[config.mk]
export PLATFORM = sky130hd
export DESIGN_NAME = adder_share_arbiter
export DESIGN_NICKNAME = d
export VERILOG_FILES = /design/src/rtl/adder_share_arbiter.sv
export SDC_FILE = /design/constraint.sdc
export NUM_CORES = 1
export LEC_CHECK = 0
export CAP_MARGIN = 0
export CORE_MARGIN = 4
export CORE_UTILIZATION = 35
export DETAILED_ROUTE_END_ITERATION = 10
export GPL_ROUTABILITY_DRIVEN = 0
export GPL_TIMING_DRIVEN = 0
export PLACE_DENSITY = 0.84
export SETUP_SLACK_MARGIN = 0.05
export SLEW_MARGIN = 20
export SYNTH_ARGS = -nofsm -noshare
export SYNTH_HDL_FRONTEND = slang
export SYNTH_SLANG_ARGS = --single-unit
export TNS_END_PERCENT = 10
[constraint.sdc]
create_clock -name clk -period 16.95 [get_ports clk]
set_input_delay 3.39 -clock clk [delete_from_list [all_inputs] [get_ports clk]]
set_output_delay 3.39 -clock clk [all_outputs]
set_load 0.005 [all_outputs]
[src/rtl/adder_share_arbiter.sv]
// Round-robin arbiter sharing one ripple-carry adder between NUM_REQ requesters,
// with a single-entry registered output stage tagged by the winning requester.

module adder #(
    parameter int WIDTH = 32
) (
    input  logic [WIDTH-1:0] a,
    input  logic [WIDTH-1:0] b,
    output logic [WIDTH-1:0] sum
);

    // carry_s[i] is the carry into bit i; the carry out of the top bit is dropped
    logic [WIDTH-1:0] carry_s;

    assign carry_s[0] = 1'b0;

    genvar gi;
    generate
        for (gi = 0; gi < WIDTH; gi++) begin : g_fa
            assign sum[gi] = a[gi] ^ b[gi] ^ carry_s[gi];
            if (gi < WIDTH - 1) begin : g_carry
                assign carry_s[gi+1] = (a[gi] & b[gi]) | (carry_s[gi] & (a[gi] ^ b[gi]));
            end
        end
    endgenerate

endmodule

module adder_share_arbiter #(
    parameter int WIDTH   = 32,
    parameter int NUM_REQ = 4,
    parameter int SRC_W   = $clog2(NUM_REQ)
) (
    input  logic                     clk,
    input  logic                     rst_aL,
    input  logic [NUM_REQ-1:0]       req_valid,
    input  logic [NUM_REQ*WIDTH-1:0] req_a,
    input  logic [NUM_REQ*WIDTH-1:0] req_b,
    output logic [NUM_REQ-1:0]       req_ready,
    output logic                     out_valid,
    input  logic                     out_ready,
    output logic [WIDTH-1:0]         out_sum,
    output logic [SRC_W-1:0]         out_src
);

    logic [SRC_W-1:0] rr_ptr_r;
    logic [SRC_W-1:0] grant_idx_s;
    logic [SRC_W-1:0] cand_s;
    logic             grant_any_s;
    logic             can_accept_s;
    logic             accept_s;
    logic [WIDTH-1:0] a_arr_s [NUM_REQ];
    logic [WIDTH-1:0] b_arr_s [NUM_REQ];
    logic [WIDTH-1:0] a_mux_s;
    logic [WIDTH-1:0] b_mux_s;
    logic [WIDTH-1:0] sum_s;

    genvar ri;
    generate
        for (ri = 0; ri < NUM_REQ; ri++) begin : g_unpack
            assign a_arr_s[ri] = req_a[ri*WIDTH +: WIDTH];
            assign b_arr_s[ri] = req_b[ri*WIDTH +: WIDTH];
        end
    endgenerate

    // First valid requester at or after rr_ptr; SRC_W-bit addition wraps mod NUM_REQ
    always_comb begin
        grant_any_s = 1'b0;
        grant_idx_s = '0;
        cand_s      = '0;
        for (int k = 0; k < NUM_REQ; k++) begin
            cand_s = rr_ptr_r + SRC_W'(k);
            if (!grant_any_s && req_valid[cand_s]) begin
                grant_any_s = 1'b1;
                grant_idx_s = cand_s;
            end else begin
                grant_any_s = grant_any_s;
            end
        end
    end

    assign can_accept_s = !out_valid || out_ready;
    // rst_aL gating keeps req_ready low while held in reset, when out_valid alone would allow accept
    assign accept_s     = rst_aL && can_accept_s && grant_any_s;

    // One-hot ready for the granted requester, zero when stalled or idle
    always_comb begin
        req_ready = '0;
        if (accept_s) begin
            req_ready[grant_idx_s] = 1'b1;
        end else begin
            req_ready = '0;
        end
    end

    // Operand mux sits after arbitration so the adder stays off the ready path
    assign a_mux_s = a_arr_s[grant_idx_s];
    assign b_mux_s = b_arr_s[grant_idx_s];

    adder #(.WIDTH(WIDTH)) u_adder (
        .a   (a_mux_s),
        .b   (b_mux_s),
        .sum (sum_s)
    );

    // Output stage and round-robin pointer; the pointer advances only on accept
    always_ff @(posedge clk or negedge rst_aL) begin
        if (!rst_aL) begin
            out_valid <= 1'b0;
            out_sum   <= '0;
            out_src   <= '0;
            rr_ptr_r  <= '0;
        end else if (accept_s) begin
            out_valid <= 1'b1;
            out_sum   <= sum_s;
            out_src   <= grant_idx_s;
            rr_ptr_r  <= grant_idx_s + SRC_W'(1);
        end else if (out_valid && out_ready) begin
            out_valid <= 1'b0;
        end else begin
            out_valid <= out_valid;
        end
    end

endmodule

* Word level (Yosys, flattened, before mapping) *
Index checks and enable logic that the tools add are counted.

word-level totals
  register bits = 37
  bits of input ports = 263
  output and inout bits = 39
  word-level logic and storage cells = 210

operators by class
  $add $sub $neg = 4
  order comparisons = 7
  mux-type cells = 27
  bitwise gates (word level) = 155
  reduce and logical (&&, ||, !) cells = 13

operators by type and width
  operator               count
  $bmux W32 S2           2
  $mux W32               4
  $xor A1 B1 Y1          63
  $and A1 B1 Y1          61
  $or A1 B1 Y1           30
  $lt A2 B3 Y1 const B   5
  $mux W1                11
  $bmux W1 S2            4
  $mux W2                4
  $logic_and A1 B1 Y1    7
  $add A2 B1 Y2 const B  2
  $add A2 B2 Y2 const B  2
  $logic_not A1 Y1       4
  $mux W4                1
  $ge A3 B3 Y1 const B   1
  $not A2 Y3             1
  $demux W1 S2           1
  $ge A2 B1 Y1 const B   1
  $reduce_bool A2 Y1     1
  $logic_or A1 B1 Y1     1

* Depth between registers and ports, before layout *
  depth in word-level cells = 78
  gate-level depth with buffers = 45
  gate-level depth less buffers = 43

* Cells and area by module *
Synthesis repeated with hierarchy kept, for this count alone.

second synthesis, totals
  cell total of the unflattened synthesis = 355
  area total of the unflattened synthesis = 4334.2 sq um

modules (own cells, without submodules)
  module               times used  cells an instance  area an instance (sq um)  sequential area each (sq um)
  adder_share_arbiter  1           318                3678.5                    925.9
  adder                1           37                 655.6                     0.0

* Worst setup path after synthesis *
Ideal clock, no wire load.

  path kind = input to register
  start point = input port req_valid[0]
  end point = register out_sum[31]
  arrival = 18051 ps
  required time = 16817 ps
  path slack = -1234 ps
  cell stages on the path = 45
  buffers on the path = 3
  cell sequence = nor2b_1 o21ba_1 a211oi_4 inv_2 buf_2 buf_2 buf_2 nand2_1 a31oi_1 ha_1 inv_1 fa_1 fa_1 fa_1 fa_1 fa_1 fa_1 fa_1 [9 not listed] fa_1 inv_1 fa_1 fa_1 fa_1 fa_1 fa_1 fa_1 fa_1 fa_1 fa_1 fa_1 fa_1 fa_1 fa_1 fa_1 xnor3_1 o21ai_1

between the ends
  word-level cells in the longest chain between the ends = 78
  elaborated cells on any way between the ends = 153
  classes of those cells = 22 x mux; 124 x bitwise; 7 x reduce/logical

RTL lines
  item                           line  text
  start: declaration             36    input logic [NUM_REQ-1:0] req_valid,
  $bmux W1 S2                    73    if (!grant_any_s && req_valid[cand_s]) begin
  $mux W1 (not written as such)  73
  $mux W1                        73
  $logic_not A1 Y1               73
  $logic_and A1 B1 Y1            73
  $mux W1                        73
  $logic_not A1 Y1               73
  $logic_and A1 B1 Y1            73
  [62 not listed]                -
  $or A1 B1 Y1                   22    assign carry_s[gi+1] = (a[gi] & b[gi]) | (carry_s[gi] & (a[gi] ^ b[gi]));
  $and A1 B1 Y1                  22
  $or A1 B1 Y1                   22
  $and A1 B1 Y1                  22
  $or A1 B1 Y1                   22
  $and A1 B1 Y1                  22
  $or A1 B1 Y1                   22
  $xor A1 B1 Y1                  20    assign sum[gi] = a[gi] ^ b[gi] ^ carry_s[gi];
  end signal: assignment         115   out_sum <= sum_s;
  end: declaration               42    output logic [WIDTH-1:0] out_sum,

Several ways; a longest one is shown, not always the timed one. The select of a mux whose other input is x is not followed.
A chain may end at the register's enable or synchronous reset.

* Final worst setup path *
Same ends and word-level chain as after synthesis.

==> results_dict.tcl <==
set metrics [dict create \
    outcome "completed" \
    cts_tree "done" \
    synthesis.area_sq_mm 0.00413 \
    first_global_vias 5421 \
    synth.net_count 952 \
    synth_fa_ha_area_share_pct 16.1 \
    drtPass1Iterations 5 \
    grt_use_total_pct 28.8 \
    fmax_mhz 59.8 \
    p_sw_w 0.000528 \
    first_iter_violations 391 \
    viasPerCell 5.06 \
    drt_wl_total_mm 20.5 \
    cts.clk_slew.worst_paths_ps 60 \
    ys_seq_area_share_pct 22.4 \
    synth-xor-area-share_pct 0.546 \
    synth_top_cell_area_share_pct 30.8 \
    wire_per_inst_um 18.4 \
    relSlewSlack_pct 50.0 \
    hold_violations 0 \
    cts_buffers 5 \
    synthDistinctLibCells 29 \
    clock_power_share_pct 8.5 \
    crit_path_start_kind "input port" \
    skew_ps 9.60 \
    rsz0062_at_grt "true" \
    synth_compound_area_share_pct 13.1 \
    hp-start "out_sum[20]" \
    synth.most_common_cell "nand2_1" \
    synth_largest_area_cell "nand2_1" \
    start_util_pct 36.0 \
    io_pins 302 \
    grt-ovfl-total 0 \
    synthTopCellsByArea "nand2_1, dfrtp_1, fa_1" \
    drv_slew 0 \
    switching_share_pct 48.1 \
    async_flop_share_pct 100 \
    pre_cts_ws_ps -1590 \
    criticalPathCategory "in2reg" \
    diodes 0 \
    drtAntennaViolNets 0 \
    synth_top_family_by_area "simple AND/OR/NAND/NOR gates" \
    synth_common_cells "nand2_1, o21ai_0, nand3_1" \
    cp_data_required_time_ps 17100 \
    clockRootBuffer "clkbuf_16" \
    grt_pass1_wl_mm 29.3 \
    comb_power_share_pct 76.9 \
    worst_pin_slew_ps 751 \
    cp_common_cell "fa_2" \
    p_int_w 0.000570 \
    leakage_nw 3.40 \
    synth_edf_count 0 \
    synth_area_per_cell_sq_um 6.31 \
    cts.path.max_buffers 2 \
    dieHeight_um 117 \
    syn_to_final_growth_pct 86.1 \
    die_w_um 117 \
    core.rowCount 39 \
    powerDensity_mw_per_mm2 143 \
    vias 5639 \
    io_buffer_count 301 \
    core-area_sq_mm 0.0115 \
    fin_ws_ps 216 \
    die-area_sq_mm 0.0136 \
    yosys_warnings 0 \
    hold_class "reg2reg" \
    cpMaxStageDelayCell "a211oi_4" \
    synth_seq_cells 37 \
    setup_viol 0 \
    cp_max_fo 7 \
    fin_nets 1268 \
    crit_start "req_valid[0]" \
    tns_ps 0 \
    synth_ff_type "dfrtp_1" \
    critical_path.max_stage_delay_ps 410 \
    power_w 0.00110 \
    seq_power_share_pct 14.6 \
    drv_cap 0 \
    cts_hold_buf 0 \
    post-route-drc-count 0 \
    arrival_ps 16890 \
    h-tree-depth 2 \
    synth-simple-area-share_pct 39.6 \
    clock_latency_ps 290 \
    dp_hpwl_mm 16.7 \
    antenna_found_initial 0 \
    synthMuxAreaShare_pct 2.58 \
    grt_max_degree 23 \
    clock-sinks 37 \
    period_needed_ps 16730 \
    endpoint_kind "flop" \
    ir_drop_mv 0.101 \
    r2r_start "rr_ptr_r[1]" \
    min_period_over_period_pct 98.7 \
    drive_gt1_share_pct 7.52 \
    syn_inst 654 \
]
## area by class of cell
cell class	count	area (sq um)
Clock buffer	6	129
Fill cell	1047	3790
Tap cell	143	179
Sequential cell	37	926
Inverter	11	41.3
Multi-Input combinational cell	558	3050
Clock inverter	2	10.0
Timing Repair Buffer	309	3090
Buffer	48	251
## path summary, 6_finish.rpt
check / end / slack (ps) / cells past startpoint
setup / recovery: out_sum[31] / 220 / 44
hold / removal: out_sum[20] / 480 / 2
setup reg to reg: out_sum[31] / 3250 / 43
hold reg to reg: out_sum[20] / 480 / 2
max in group asynchronous: out_sum[6] / 13420 / 2
min in group asynchronous: out_sum[15] / 3040 / 1
## timing repair
item | CTS | global route
buffers inserted | 6 | 1
endpoints found under the setup margin | 5 | 3
pin swaps | 16 | 1
resized for setup | 21 | 17
## per-layer routing
layer | track usage (%) | up-vias | part of all wire (%)
li1 | - | 2725 | -
met1 | 35.1 | 2555 | 39
met2 | 50.2 | 309 | 49
met3 | 5.49 | 50 | 9.4
met4 | 11.1 | 0 | 3.5
met5 | 0 | - | 0
## placed cells by master (no fill, tap or decap), types with 2 or more instances in the layout
master | netlist | final
buf_6 | 0 | 3
inv_2 | 1 | 2
clkbuf_16 | 0 | 5
clkbuf_1 | 30 | 22
o21ai_1 | 11 | 11
ha_1 | 5 | 4
mux2_2 | 4 | 4
nand2_1 | 339 | 339
dlymetal6s2s_1 | 0 | 2
buf_4 | 0 | 9
buf_1 | 10 | 9
dlygate4sd2_1 | 0 | 2
a31oi_1 | 4 | 4
nor2b_1 | 2 | 2
o21ai_0 | 79 | 79
inv_1 | 9 | 8
nor2_1 | 6 | 6
mux2i_1 | 5 | 5
clkdlybuf4s50_1 | 0 | 296
nand2b_1 | 2 | 2
buf_8 | 0 | 2
clkbuf_2 | 0 | 4
buf_2 | 8 | 6
dfrtp_1 | 37 | 37
fa_2 | 0 | 29
nand3_1 | 58 | 58
and3_1 | 4 | 4
clkinv_2 | 0 | 2
clkbuf_4 | 0 | 2
## cell families after synthesis
logic type               Yosys count
AND/OR/NAND/NOR                  411
XOR/XNOR                           1
buffers and inverters             59
multiplexers                      10
adder cells (fa/ha/maj)           35
flip-flops                        37
AO/OA/AOI/OAI                    101
## power by group through the flow
stage / clock network, W / logic [W] / registers [W]
floorplan: 0 / 0.000471 / 0.000159
global placement: 0 / 0.000797 / 0.000159
detailed placement: 0 / 0.000817 / 0.000161
CTS: 0.0000941 / 0.000834 / 0.000160
global route: 0.0000998 / 0.000953 / 0.000165
finish: 0.0000936 / 0.000844 / 0.000161
## state kept, by name (all words and copies together), names as in the netlist
signal	flops
out_sum	32
out_src	2
rr_ptr_r	2
out_valid	1
## worst max-delay path, delay by kind of cell
family          cells  cell delay, ps
compound gates      4             870
fa+ha+maj          31           11370
buf+inv             5             650
simple gates        3             360
xor+xnor            1             210
## stage by stage
| stage | cells | hold WS [ps] | cell area (sq um) | util, % |
|---|---|---|---|---|
| floorplan | 654 | 473 | 4200 | - |
| CTS | 1113 | 482 | 7640 | 66.6 |
| detailed placement | 1099 | 469 | 7420 | 64.7 |
| finish | 1114 | 480 | 7680 | 67.0 |
| global placement | 1098 | 461 | 7390 | 64.5 |
| global route | 1114 | 509 | 7680 | 67.0 |
Note: power is estimated with default switching activity, not from simulation.
==> RTL edit: new RTL, config.mk and constraints unchanged <==
`WIDTH` is set to 32 in 2 places; all go to 64.
--- a/src/rtl/adder_share_arbiter.sv
+++ b/src/rtl/adder_share_arbiter.sv
@@ -2,7 +2,7 @@
 // with a single-entry registered output stage tagged by the winning requester.
 
 module adder #(
-    parameter int WIDTH = 32
+    parameter int WIDTH = 64
 ) (
     input  logic [WIDTH-1:0] a,
     input  logic [WIDTH-1:0] b,
@@ -27,7 +27,7 @@
 endmodule
 
 module adder_share_arbiter #(
-    parameter int WIDTH   = 32,
+    parameter int WIDTH   = 64,
     parameter int NUM_REQ = 4,
     parameter int SRC_W   = $clog2(NUM_REQ)
 ) (
Ports: changed (resized out_sum, req_a and req_b); port bits go from 302 to 590. The function was not compared with the original's and may differ.
==> RTL edit against the unedited design <==
The run now fails in 3_2_place_iop; area after synthesis increased by 93%.
==> RTL edit: results (changes against the unedited design) <==
status - stopped before the end
Fail Step - 3_2_place_iop
stop err - [ERROR PPL-0024] Number of IO pins (590) exceeds maximum number of available positions (568). Increase the die perimeter from 635.42um to 802.40um.
top post-synthesis cells by area - nand2_1 (33%), dfrtp_1 (22%), fa_1 (16%)
std cell rows - 54 (+38%)
Synth Flop Type - dfrtp_1
Synth area leader - nand2_1
top cells by count, synth - nand2_1 (701), nand3_1 (123), o21ai_1 (122)
Mapped Nets - 1878 (+97%)
Synth Warn # - 0 (unchanged)
Unique masters post-synth - 28 (-3.4%)
sequential-to-total area share from yosys stat - 0.217 (-0.00760)
cells after synthesis - 1292 (+98%)
fraction of registers with async set/reset - 1.00 (unchanged)
flops & latches, synth - 69 (+86%)
-- RTL edit: cells by family after synthesis --
group / after synthesis / synth area share
compound gates: 196 / 0.126
fa+ha+maj: 67 / 0.164
buf+inv: 106 / 0.0602
flops: 69 / 0.217
mux: 8 / 0.0102
simple gates: 846 / 0.423
